## config.mk

```make
export PLATFORM = sky130hd
export DESIGN_NAME = cordic_sequencer
export DESIGN_NICKNAME = d
export VERILOG_FILES = /design/src/rtl/cordic_sequencer.sv
export SDC_FILE = /design/constraint.sdc
export NUM_CORES = 1
export LEC_CHECK = 0
export CAP_MARGIN = 20
export CORE_MARGIN = 1.5
export CORE_UTILIZATION = 30
export CTS_CLUSTER_DIAMETER = 120
export DETAILED_ROUTE_END_ITERATION = 8
export PLACE_DENSITY = 0.55
export SKIP_LAST_GASP = 1
export SYNTH_ARGS = -nofsm -noshare
export SYNTH_HDL_FRONTEND = slang
export SYNTH_SLANG_ARGS = --single-unit
```

## constraint.sdc

```tcl
create_clock -name Clk -period 3.06 [get_ports Clk]
set_input_delay 0.612 -clock Clk [delete_from_list [all_inputs] [get_ports Clk]]
set_output_delay 0.612 -clock Clk [all_outputs]
set_load 0.01 [all_outputs]
```

## src/rtl/cordic_sequencer.sv

```systemverilog
// Iteration controller for a 16-bit CORDIC rotation engine: sequences X/Y/Z
// micro-rotation updates through one shared external add/subtract ALU.
module cordic_sequencer #(
    parameter int WIDTH = 16,
    parameter int ITER  = 4
) (
    input  logic                    Clk,
    input  logic                    Reset,
    input  logic                    Start,
    input  logic signed [WIDTH-1:0] X_in,
    input  logic signed [WIDTH-1:0] Y_in,
    input  logic signed [WIDTH-1:0] Z_in,
    output logic                    Busy,
    output logic                    Done,
    output logic signed [WIDTH-1:0] X_out,
    output logic signed [WIDTH-1:0] Y_out,
    output logic signed [WIDTH-1:0] Z_out,
    output logic signed [WIDTH-1:0] Alu_A,
    output logic signed [WIDTH-1:0] Alu_B,
    output logic                    Alu_Sign,
    input  logic signed [WIDTH-1:0] Alu_Result
);

    localparam int IW = 4;

    typedef enum logic [2:0] {
        IDLE,
        OPX,
        OPY,
        OPZ,
        DONE
    } state_t;

    state_t                  state_q, state_d;
    logic        [IW-1:0]    i_q;
    logic signed [WIDTH-1:0] x_q, y_q, z_q, xt_q;
    logic                    last_iter;
    logic                    z_neg;

    // atan(2^-i) scaled so that 0x4000 = pi/2
    function automatic logic [15:0] atan16(input logic [IW-1:0] idx);
        case (idx)
            4'd0:    atan16 = 16'h2000;
            4'd1:    atan16 = 16'h12E4;
            4'd2:    atan16 = 16'h09FB;
            4'd3:    atan16 = 16'h0511;
            4'd4:    atan16 = 16'h028B;
            4'd5:    atan16 = 16'h0146;
            4'd6:    atan16 = 16'h00A3;
            4'd7:    atan16 = 16'h0051;
            4'd8:    atan16 = 16'h0029;
            4'd9:    atan16 = 16'h0014;
            4'd10:   atan16 = 16'h000A;
            4'd11:   atan16 = 16'h0005;
            4'd12:   atan16 = 16'h0003;
            4'd13:   atan16 = 16'h0001;
            4'd14:   atan16 = 16'h0001;
            default: atan16 = 16'h0000;
        endcase
    endfunction

    assign last_iter = (i_q == IW'(ITER - 1));
    // Z only moves at the end of OPZ, so the direction is stable for the whole iteration
    assign z_neg     = z_q[WIDTH-1];

    assign X_out = x_q;
    assign Y_out = y_q;
    assign Z_out = z_q;

    always_ff @(posedge Clk or posedge Reset) begin
        if (Reset) state_q <= IDLE;
        else       state_q <= state_d;
    end

    always_comb begin
        state_d  = state_q;
        Alu_A    = '0;
        Alu_B    = '0;
        Alu_Sign = 1'b0;
        Busy     = 1'b1;
        Done     = 1'b0;
        case (state_q)
            IDLE: begin
                Busy = 1'b0;
                if (Start) state_d = OPX;
            end
            OPX: begin
                Alu_A    = x_q;
                Alu_B    = y_q >>> i_q;
                Alu_Sign = ~z_neg;
                state_d  = OPY;
            end
            OPY: begin
                Alu_A    = y_q;
                Alu_B    = x_q >>> i_q;
                Alu_Sign = z_neg;
                state_d  = OPZ;
            end
            OPZ: begin
                Alu_A    = z_q;
                Alu_B    = WIDTH'(atan16(i_q));
                Alu_Sign = ~z_neg;
                state_d  = last_iter ? DONE : OPX;
            end
            DONE: begin
                Done    = 1'b1;
                state_d = IDLE;
            end
            default: begin
                Busy    = 1'b0;
                state_d = IDLE;
            end
        endcase
    end

    // X is updated late (via xt) so OPY still sees the pre-rotation X
    always_ff @(posedge Clk or posedge Reset) begin
        if (Reset) begin
            i_q  <= '0;
            x_q  <= '0;
            y_q  <= '0;
            z_q  <= '0;
            xt_q <= '0;
        end else begin
            case (state_q)
                IDLE: begin
                    if (Start) begin
                        x_q <= X_in;
                        y_q <= Y_in;
                        z_q <= Z_in;
                        i_q <= '0;
                    end
                end
                OPX: xt_q <= Alu_Result;
                OPY: y_q  <= Alu_Result;
                OPZ: begin
                    z_q <= Alu_Result;
                    x_q <= xt_q;
                    if (!last_iter) i_q <= i_q + 1'b1;
                end
                default: ;
            endcase
        end
    end

endmodule

```

==> Word level (Yosys, flattened, before mapping) <==
Memories as Yosys holds them, arrays and structs flattened.
Cells that the tools add are included.
{ "totals": {"elab_cells": 43, "n_memories": 1, "output_inout_bits": 83, "input_bits": 67, "ff_bits": 71, "rom_bits": 224} }
{ "mem_list": {"columns": ["name", "words", "width", "read_ports", "rd_ports_with_merged_regs", "write_ports", "line", "source"], "rows": [
  ["(no name shown)", 16, 14, 1, 0, 0, "42", "case (idx)"]
]} }
{ "classes": {"eq_ne": 7, "muxes": 17, "shift": 2, "reduce_logical": 8, "n_addsub": 1, "bitwise": 1} }
{ "ops": {"columns": ["op", "n"], "rows": [
  ["$pmux W16 S2", 3],
  ["$pmux W16 S3", 2],
  ["$mux W16", 3],
  ["$sshr A16 B4 Y16", 2],
  ["$pmux W3 S4", 1],
  ["$mux W4", 2],
  ["$pmux W4 S2", 1],
  ["$eq A3 B2 Y1 const B", 2],
  ["$mux W3", 2],
  ["$add A4 B1 Y4 const B", 1],
  ["$eq A4 B2 Y1 const B", 1],
  ["$ne A2 B2 Y1 const B", 2],
  ["$reduce_and A2 Y1", 2],
  ["$reduce_bool A2 Y1", 2],
  ["$reduce_or A4 Y1", 1],
  ["$eq A3 B1 Y1 const B", 1],
  ["$eq A3 B3 Y1 const B", 1],
  ["$logic_not A3 Y1", 1],
  ["$reduce_and A3 Y1", 1],
  ["$mux W1", 2],
  ["$pmux W1 S2", 1],
  ["$reduce_or A2 Y1", 1],
  ["$not A1 Y1", 1]
]} }

==> Logic depth before layout (Yosys ltp) <==
Gate-level depths: netlist of the first run.
{ "logic_depth": {"depth_word": 3, "depth_mapped": 10, "mapped_depth_nobuf": 7} }

==> Worst setup path before layout of the first run <==
Ideal clock, no wire load.
{ "synth_timing": {"path_type": "reg-to-output", "start": "register i_q[1]", "end": "output port Alu_B[4]", "t_arrival_ns": 2.136, "path_stages_with_launch": 10, "required_ns": 2.448, "n_path_buf": 3, "path_slack_ns": 0.312, "cell_sequence": "dfrtp_1 > buf_4 > buf_6 > buf_6 > inv_1 > ha_1 > a21oi_1 > a2bb2oi_1 > o32ai_1 > or4_1"} }
{ "synth_between": {"elab_chain_cells": 2, "elab_cells_between_ends": 4, "classes_between": "2 x shift; 1 x mux; 1 x memory"} }
{ "synth_rtl": {"columns": ["item", "line", "source"], "rows": [
  ["from (decl)", "35", "logic [IW-1:0] i_q;"],
  ["from (signal assigned)", "139", "if (!last_iter) i_q <= i_q + 1'b1;"],
  ["$mem_v2 Z16 W14 (tied with other cells)", null, null],
  ["$pmux W16 S3 (*)", "82", "case (state_q)"],
  ["to (decl)", "19", "output logic signed [WIDTH-1:0] Alu_B,"]
]} }
Every way passes the cells marked *; elsewhere a longest branch is shown, timed or not.

==> Worst setup path after layout of the first run <==
{ "layout_timing": {"start": "register state_q[2]", "end": "output port Alu_B[1]"} }
{ "layout_between": {"elab_chain_cells": 2, "elab_cells_between_ends": 4, "classes_between": "3 x eq/ne; 1 x mux"} }
{ "layout_rtl": {"columns": ["item", "line", "source"], "rows": [
  ["from (decl)", "34", "state_t state_q, state_d;"],
  ["from (signal assigned)", "72", "else state_q <= state_d;"],
  ["$eq A3 B2 Y1 or $eq A3 B1 Y1 (tied branches)", "82", null],
  ["$pmux W16 S3 (*)", "82", null]
]} }
Marks and branches as above.

==> flow_metrics.tcl, run 1 <==
set metrics [dict create \
    start_kind "flip-flop" \
    multi_input_area_um2 2840 \
    drc_errors 0 \
    synth_top_family_by_area "multiplexers" \
    clock-sinks 71 \
    synth.area.mux_share_pct 21.7 \
    fin_ws_ns -0.0295 \
    synth_largest_area_cell "dfrtp_1" \
    cp.required_ns 2.45 \
    synth_area_um2 4740 \
    maxSlewViolCount 0 \
    synthArstFlopShare_pct 100 \
    syn_avg_cell_area_um2 9.20 \
    hold_path_depth 2 \
    dpl.hpwl_mm 13.7 \
    synth_cell_types 49 \
    htreeDepth 3 \
    min_path_type "flip-flop to flip-flop" \
    violations "negative setup slack" \
    grt-ovfl-total 0 \
    whs_ns 0.509 \
    synth_edf_count 0 \
    synth_xor_area_share_pct 0.555 \
    gp_congestion 0.902 \
    period_needed_ns 3.09 \
    cts_buffers 9 \
    critPathBufInv 4 \
    p_leak_nw 3.05 \
    tightestPinTransition_ns 0.940 \
    groute.usage.overall_pct 22.3 \
    grt_pass1_vias 4956 \
    rr_worst_depth 8 \
    maxSlewHeadroom_pct 37.3 \
    mostFrequentLayoutCell "clkdlybuf4s50_1" \
    finalPower_mw 9.80 \
    routed_wirelength_mm 18.5 \
    yosys.area_share.simple_pct 17.6 \
    netlist_instances 515 \
    wire_per_inst_um 20.3 \
    cts_tree "built" \
    clk-insertion-delay-late_ns 0.34 \
    routed_via_density 5.21 \
    area_delta_synth_final_pct 53.8 \
    p_per_area_nw_per_um2 1340 \
    layout-drive-gt1-share_pct 23.6 \
    hold_buffers 0 \
    ys_ff_latch 71 \
    cp_max_fo 6 \
    rsz0062_at_grt "yes" \
    clockBufferDepth 2 \
    path_clk_slew_ns 0.06 \
    critPathKind "flip-flop to primary output" \
    crit_chain "nor3b_4, buf_6, buf_6, buf_6, mux4_2, mux2_4, nand2_2, o2111ai_2, buf_2" \
    start_util_pct 30.9 \
    critPathCaptureType "primary output" \
    port_buffers 149 \
    route.vias.total 4762 \
    io_pins 150 \
    fillers 1479 \
    status "finished, violations left" \
    grt_pass1_wl_mm 28.2 \
    core_um2 15300 \
    yosysWarnings 0 \
    antennaDiodeCount 0 \
    ir_worst_vdd_uv 500 \
    cp_top_family "multiplexers" \
    die_w_um 129 \
    grt_max_degree 40 \
    ant_nets 0 \
    rows 45 \
    fin_nets 772 \
    crit_top_cell "buf_6" \
    max_stage_delay_ns 0.53 \
    die_h_um 129 \
    clock-skew-final_ns 0.00806 \
    yosys.area_share.adder_pct 1.85 \
    seq_area_frac_synth_pct 37.5 \
    synthTopCellsByArea "dfrtp_1 37%, mux2_2 9.3%, nor2_1 7.4%" \
    synth_ff_type "dfrtp_1" \
    regArea_um2 1780 \
    fmax_mhz 324 \
    dr.pass1.iters 5 \
    final.period_utilization_pct 101 \
    synth_top_area_share_pct 37.5 \
    cp.depth 9 \
    finalSetupViolCount 2 \
    die-area_um2 16600 \
    layout_common_cells "135 x clkdlybuf4s50_1, 94 x nor2_1, 70 x dfrtp_1" \
    root_buffer "clkbuf_16" \
    maxCapViolCount 0 \
    crit_arrival_ns 2.48 \
    synth_compound_area_share_pct 15.7 \
    grt_antenna_before_repair 0 \
    hold_viol_final 0 \
    synth_fp_nets 589 \
    cp_slowest_cell "mux4_2" \
    dr.first_iter.drc_count 348 \
]
[power breakdown]
part,switching [mW],internal [mW],leakage [nW]
clock,0.431,0.740,0.155
sequential,0.550,1.41,0.833
combinational,3.27,3.40,2.06
total,4.25,5.55,3.05
[layer usage]
layer	global-route usage, %	vias up	share of wire [%]	wire [um]
met3	2.74	19	4.7	867
met4	6.41	0	1.4	266
met1	30.4	2338	45	8270
met5	0	-	0	0
li1	-	2237	-	-
met2	37.5	168	49	9140
[registers in the layout, indices dropped and copies added (netlist names)]
name and count:
state_q 3, i_q 4, Z_out 16, xt_q 16, Y_out 16, X_out 16
[path summary, 6_finish.rpt]
kind,start,slack (ns),endpoint
setup / recovery,state_q[2]$_DFFE_PP0P_,-0.03,Alu_B[1]
hold / removal,xt_q[15]$_DFFE_PP0N_,0.51,X_out[15]$_DFFE_PP0P_
setup reg to reg,state_q[2]$_DFFE_PP0P_,0.55,Z_out[12]$_DFFE_PP0P_
hold reg to reg,xt_q[15]$_DFFE_PP0N_,0.51,X_out[15]$_DFFE_PP0P_
max in group asynchronous,Reset,1.56,Y_out[4]$_DFFE_PP0P_
min in group asynchronous,Reset,0.80,Z_out[11]$_DFFE_PP0P_
[Yosys cell counts, drive strengths merged, types with 4 or more instances]
| library cell | n |
|---|---|
| a21oi | 7 |
| a22oi | 38 |
| and3 | 4 |
| buf | 24 |
| clkbuf | 18 |
| dfrtp | 71 |
| ha | 7 |
| inv | 9 |
| mux2 | 39 |
| mux2i | 31 |
| mux4 | 12 |
| nand2 | 60 |
| nand3 | 9 |
| nor2 | 94 |
| nor2b | 4 |
| nor3 | 5 |
| nor3b | 4 |
| o211ai | 4 |
| o21ai | 10 |
| o22ai | 29 |
[kinds of logic (layout without fill, tap and decap cells)]
logic type	after synthesis	after routing
DFF	71	71
buffers and inverters	51	239
adders and majority gates	7	7
xor gates and xnor gates	3	3
muxes	82	82
and+or+nand+nor	193	193
AOI/OAI and AO/OA	108	108
[layout make-up]
class                           count  share of cell area, %
Inverter                            9                  0.515
Clock buffer                       10                   3.28
Clock inverter                      6                   1.27
Sequential cell                    71                   24.4
Timing Repair Buffer              214                   27.9
Tap cell                          211                   3.62
Multi-Input combinational cell    393                   39.0
[what timing repair did]
item,4_1_cts,5_1_grt
pin swaps,4,7
setup endpoints to repair,15,15
setup buffers,8,11
resized for setup,46,32
cloned,0,1
[metrics by stage]
| step | instances | utilization [%] | setup WS (ns) | TNS, ns | area [um2] |
|---|---|---|---|---|---|
| 5_1_grt | 914 | 47.6 | -0.0929 | -0.761 | 7290 |
| 2_1_floorplan | 515 | - | 0.312 | 0 | 4740 |
| 3_3_place_gp | 878 | 43.6 | 0.0129 | 0 | 6670 |
| 3_5_place_dp | 878 | 43.6 | -0.0614 | -0.0614 | 6670 |
| 4_1_cts | 902 | 46.3 | -0.134 | -0.318 | 7100 |
| 6_report | 914 | 47.6 | -0.0295 | -0.0324 | 7290 |
[worst register-to-register path: stages (launching register included)]
cell	delay [ns]
dfrtp_1	0.43
buf_8	0.24
clkinvlp_4	0.20
and3_1	0.31
buf_4	0.27
nor2_1	0.54
buf_4	0.32
nand2_1	0.08
nand2_1	0.08
(Power assumes the default switching activity.)
==> inputs of run 2 (changes only) <==
--- a/config.mk
+++ b/config.mk
@@ -10,6 +10,7 @@
 export CORE_UTILIZATION = 30
 export CTS_CLUSTER_DIAMETER = 120
 export DETAILED_ROUTE_END_ITERATION = 8
+export HOLD_SLACK_MARGIN = 0.12
 export PLACE_DENSITY = 0.55
 export SKIP_LAST_GASP = 1
 export SYNTH_ARGS = -nofsm -noshare
==> results of run 2 <==
The final DEF is identical to that of run 1; final timing and power are the same.
==> inputs of run 3 (changes only) <==
--- a/config.mk
+++ b/config.mk
@@ -6,12 +6,14 @@
 export NUM_CORES = 1
 export LEC_CHECK = 0
 export CAP_MARGIN = 20
+export CELL_PAD_IN_SITES_DETAIL_PLACEMENT = 1
+export CELL_PAD_IN_SITES_GLOBAL_PLACEMENT = 1
 export CORE_MARGIN = 1.5
 export CORE_UTILIZATION = 30
 export CTS_CLUSTER_DIAMETER = 120
 export DETAILED_ROUTE_END_ITERATION = 8
 export HOLD_SLACK_MARGIN = 0.12
-export PLACE_DENSITY = 0.55
+export PLACE_DENSITY = 0.7
 export SKIP_LAST_GASP = 1
 export SYNTH_ARGS = -nofsm -noshare
 export SYNTH_HDL_FRONTEND = slang
==> flow_metrics.tcl, run 3 (synthesized netlist as in run 1, its figures left out) <==
set metrics [dict create \
    status "finished, violations left" \
    violations "negative setup slack" \
    crit_chain "nor3b_4, buf_12, buf_4, mux4_2, a21oi_1, nand4_1, clkdlybuf4s50_1" \
    cp.required_ns 2.45 \
    die-area_um2 16600 \
    ant_nets 0 \
    fin_nets 767 \
    mostFrequentLayoutCell "clkdlybuf4s50_1" \
    root_buffer "clkbuf_16" \
    groute.usage.overall_pct 25.4 \
    routed_wirelength_mm 20.7 \
    wire_per_inst_um 22.8 \
    maxCapViolCount 0 \
    gp_congestion 0.942 \
    finalSetupTns_ns -0.771 \
    dp_slack_ns -0.0628 \
    grt_antenna_before_repair 0 \
    htreeDepth 3 \
    drc_errors 0 \
    period_needed_ns 3.29 \
    min_path_type "flip-flop to flip-flop" \
    rsz0062_at_grt "yes" \
    layout-drive-gt1-share_pct 21.7 \
    cts_buffers 9 \
    final_area_um2 7160 \
    die_w_um 129 \
    finalSetupViolCount 7 \
    crit_arrival_ns 2.67 \
    dr.first_iter.drc_count 228 \
    cp_slowest_cell "mux4_2" \
    hold_viol_final 0 \
    ir_worst_vdd_uv 423 \
    clk-insertion-delay-late_ns 0.34 \
    rows 45 \
    clockBufferDepth 2 \
    dpl.hpwl_mm 15.2 \
    grt_pass1_wl_mm 31.7 \
    start_kind "flip-flop" \
    grt_pass1_vias 5337 \
    critPathKind "flip-flop to primary output" \
    final.period_utilization_pct 107 \
    port_buffers 149 \
    maxSlewHeadroom_pct 42.4 \
    start_util_pct 30.9 \
    p_leak_nw 2.97 \
    routed_via_density 5.45 \
    area_delta_synth_final_pct 51.1 \
    route.vias.total 4939 \
    postPlaceCellArea_um2 6700 \
    layout_common_cells "136 x clkdlybuf4s50_1, 94 x nor2_1, 68 x dfrtp_1" \
    dr.pass1.iters 5 \
    fmax_mhz 304 \
    cp_max_fo 12 \
    die_h_um 129 \
    clock-sinks 71 \
    cts_tree "built" \
    grt-ovfl-total 0 \
    maxSlewViolCount 0 \
    path_clk_slew_ns 0.05 \
    max_stage_delay_ns 0.52 \
    core_um2 15300 \
    clock-skew-final_ns 0.00634 \
    fin_ws_ns -0.225 \
    io_pins 150 \
    tightestPinTransition_ns 0.863 \
    antennaDiodeCount 0 \
    p_per_area_nw_per_um2 1360 \
    critPathCaptureType "primary output" \
    whs_ns 0.505 \
    grt_max_degree 38 \
]
[run 3: per-stage QoR]
stage	power, mW	std cells	utilization, %
final	9.75	907	46.7
after floorplan	5.15	515	-
after global routing	10.3	907	46.7
after global placement	8.23	881	43.7
after CTS	9.51	900	45.9
after detailed placement	8.39	881	43.7
[run 3: path summary, 6_finish.rpt]
kind / startpoint / to / slack [ns] / cells past startpoint
max in group asynchronous: Reset / Z_out[9]$_DFFE_PP0P_ / 1.59 / 3
hold / removal: xt_q[15]$_DFFE_PP0N_ / X_out[15]$_DFFE_PP0P_ / 0.51 / 2
min in group asynchronous: Reset / xt_q[12]$_DFFE_PP0N_ / 0.78 / 2
setup / recovery: state_q[0]$_DFFE_PP0P_ / Alu_B[0] / -0.23 / 7
setup reg to reg: state_q[1]$_DFFE_PP0P_ / X_out[3]$_DFFE_PP0P_ / 0.55 / 7
hold reg to reg: xt_q[15]$_DFFE_PP0N_ / X_out[15]$_DFFE_PP0P_ / 0.51 / 2
[run 3: layout make-up]
cell class,count,area [um2]
Fill cell,1754,8160
Multi-Input combinational cell,393,2800
Timing Repair Buffer,209,1990
Sequential cell,71,1780
Tap cell,211,264
Clock buffer,10,239
Clock inverter,4,47.5
Inverter,9,37.5
[run 3: what timing repair did]
action / CTS / global route
gates resized for setup: 23 / 27
setup endpoints to repair: 16 / 15
setup buffers: 5 / 7
pin swaps: 0 / 2
hold buffers: 0 / 0
endpoints found under the hold margin: 0 / 0
[run 3: report_power, final]
group / switching (mW) / total (mW) / internal (mW)
Combinational: 3.38 / 6.68 / 3.31
Sequential: 0.610 / 2.02 / 1.41
Clock: 0.399 / 1.04 / 0.641
Total: 4.39 / 9.75 / 5.36
[run 3: per-layer routing]
metal  wire [um]  GRT usage (%)
met3         947           3.33
met5           0              0
met2       10300           43.0
met4         442           7.14
met1        8970           34.1
[run 3: critical path: cells and delay by family, from the launching register on]
kind,cells,cell delay (ns)
compound gates,1,0.22
buf+inv,3,0.81
flops,1,0.44
simple gates,2,0.34
mux,1,0.52
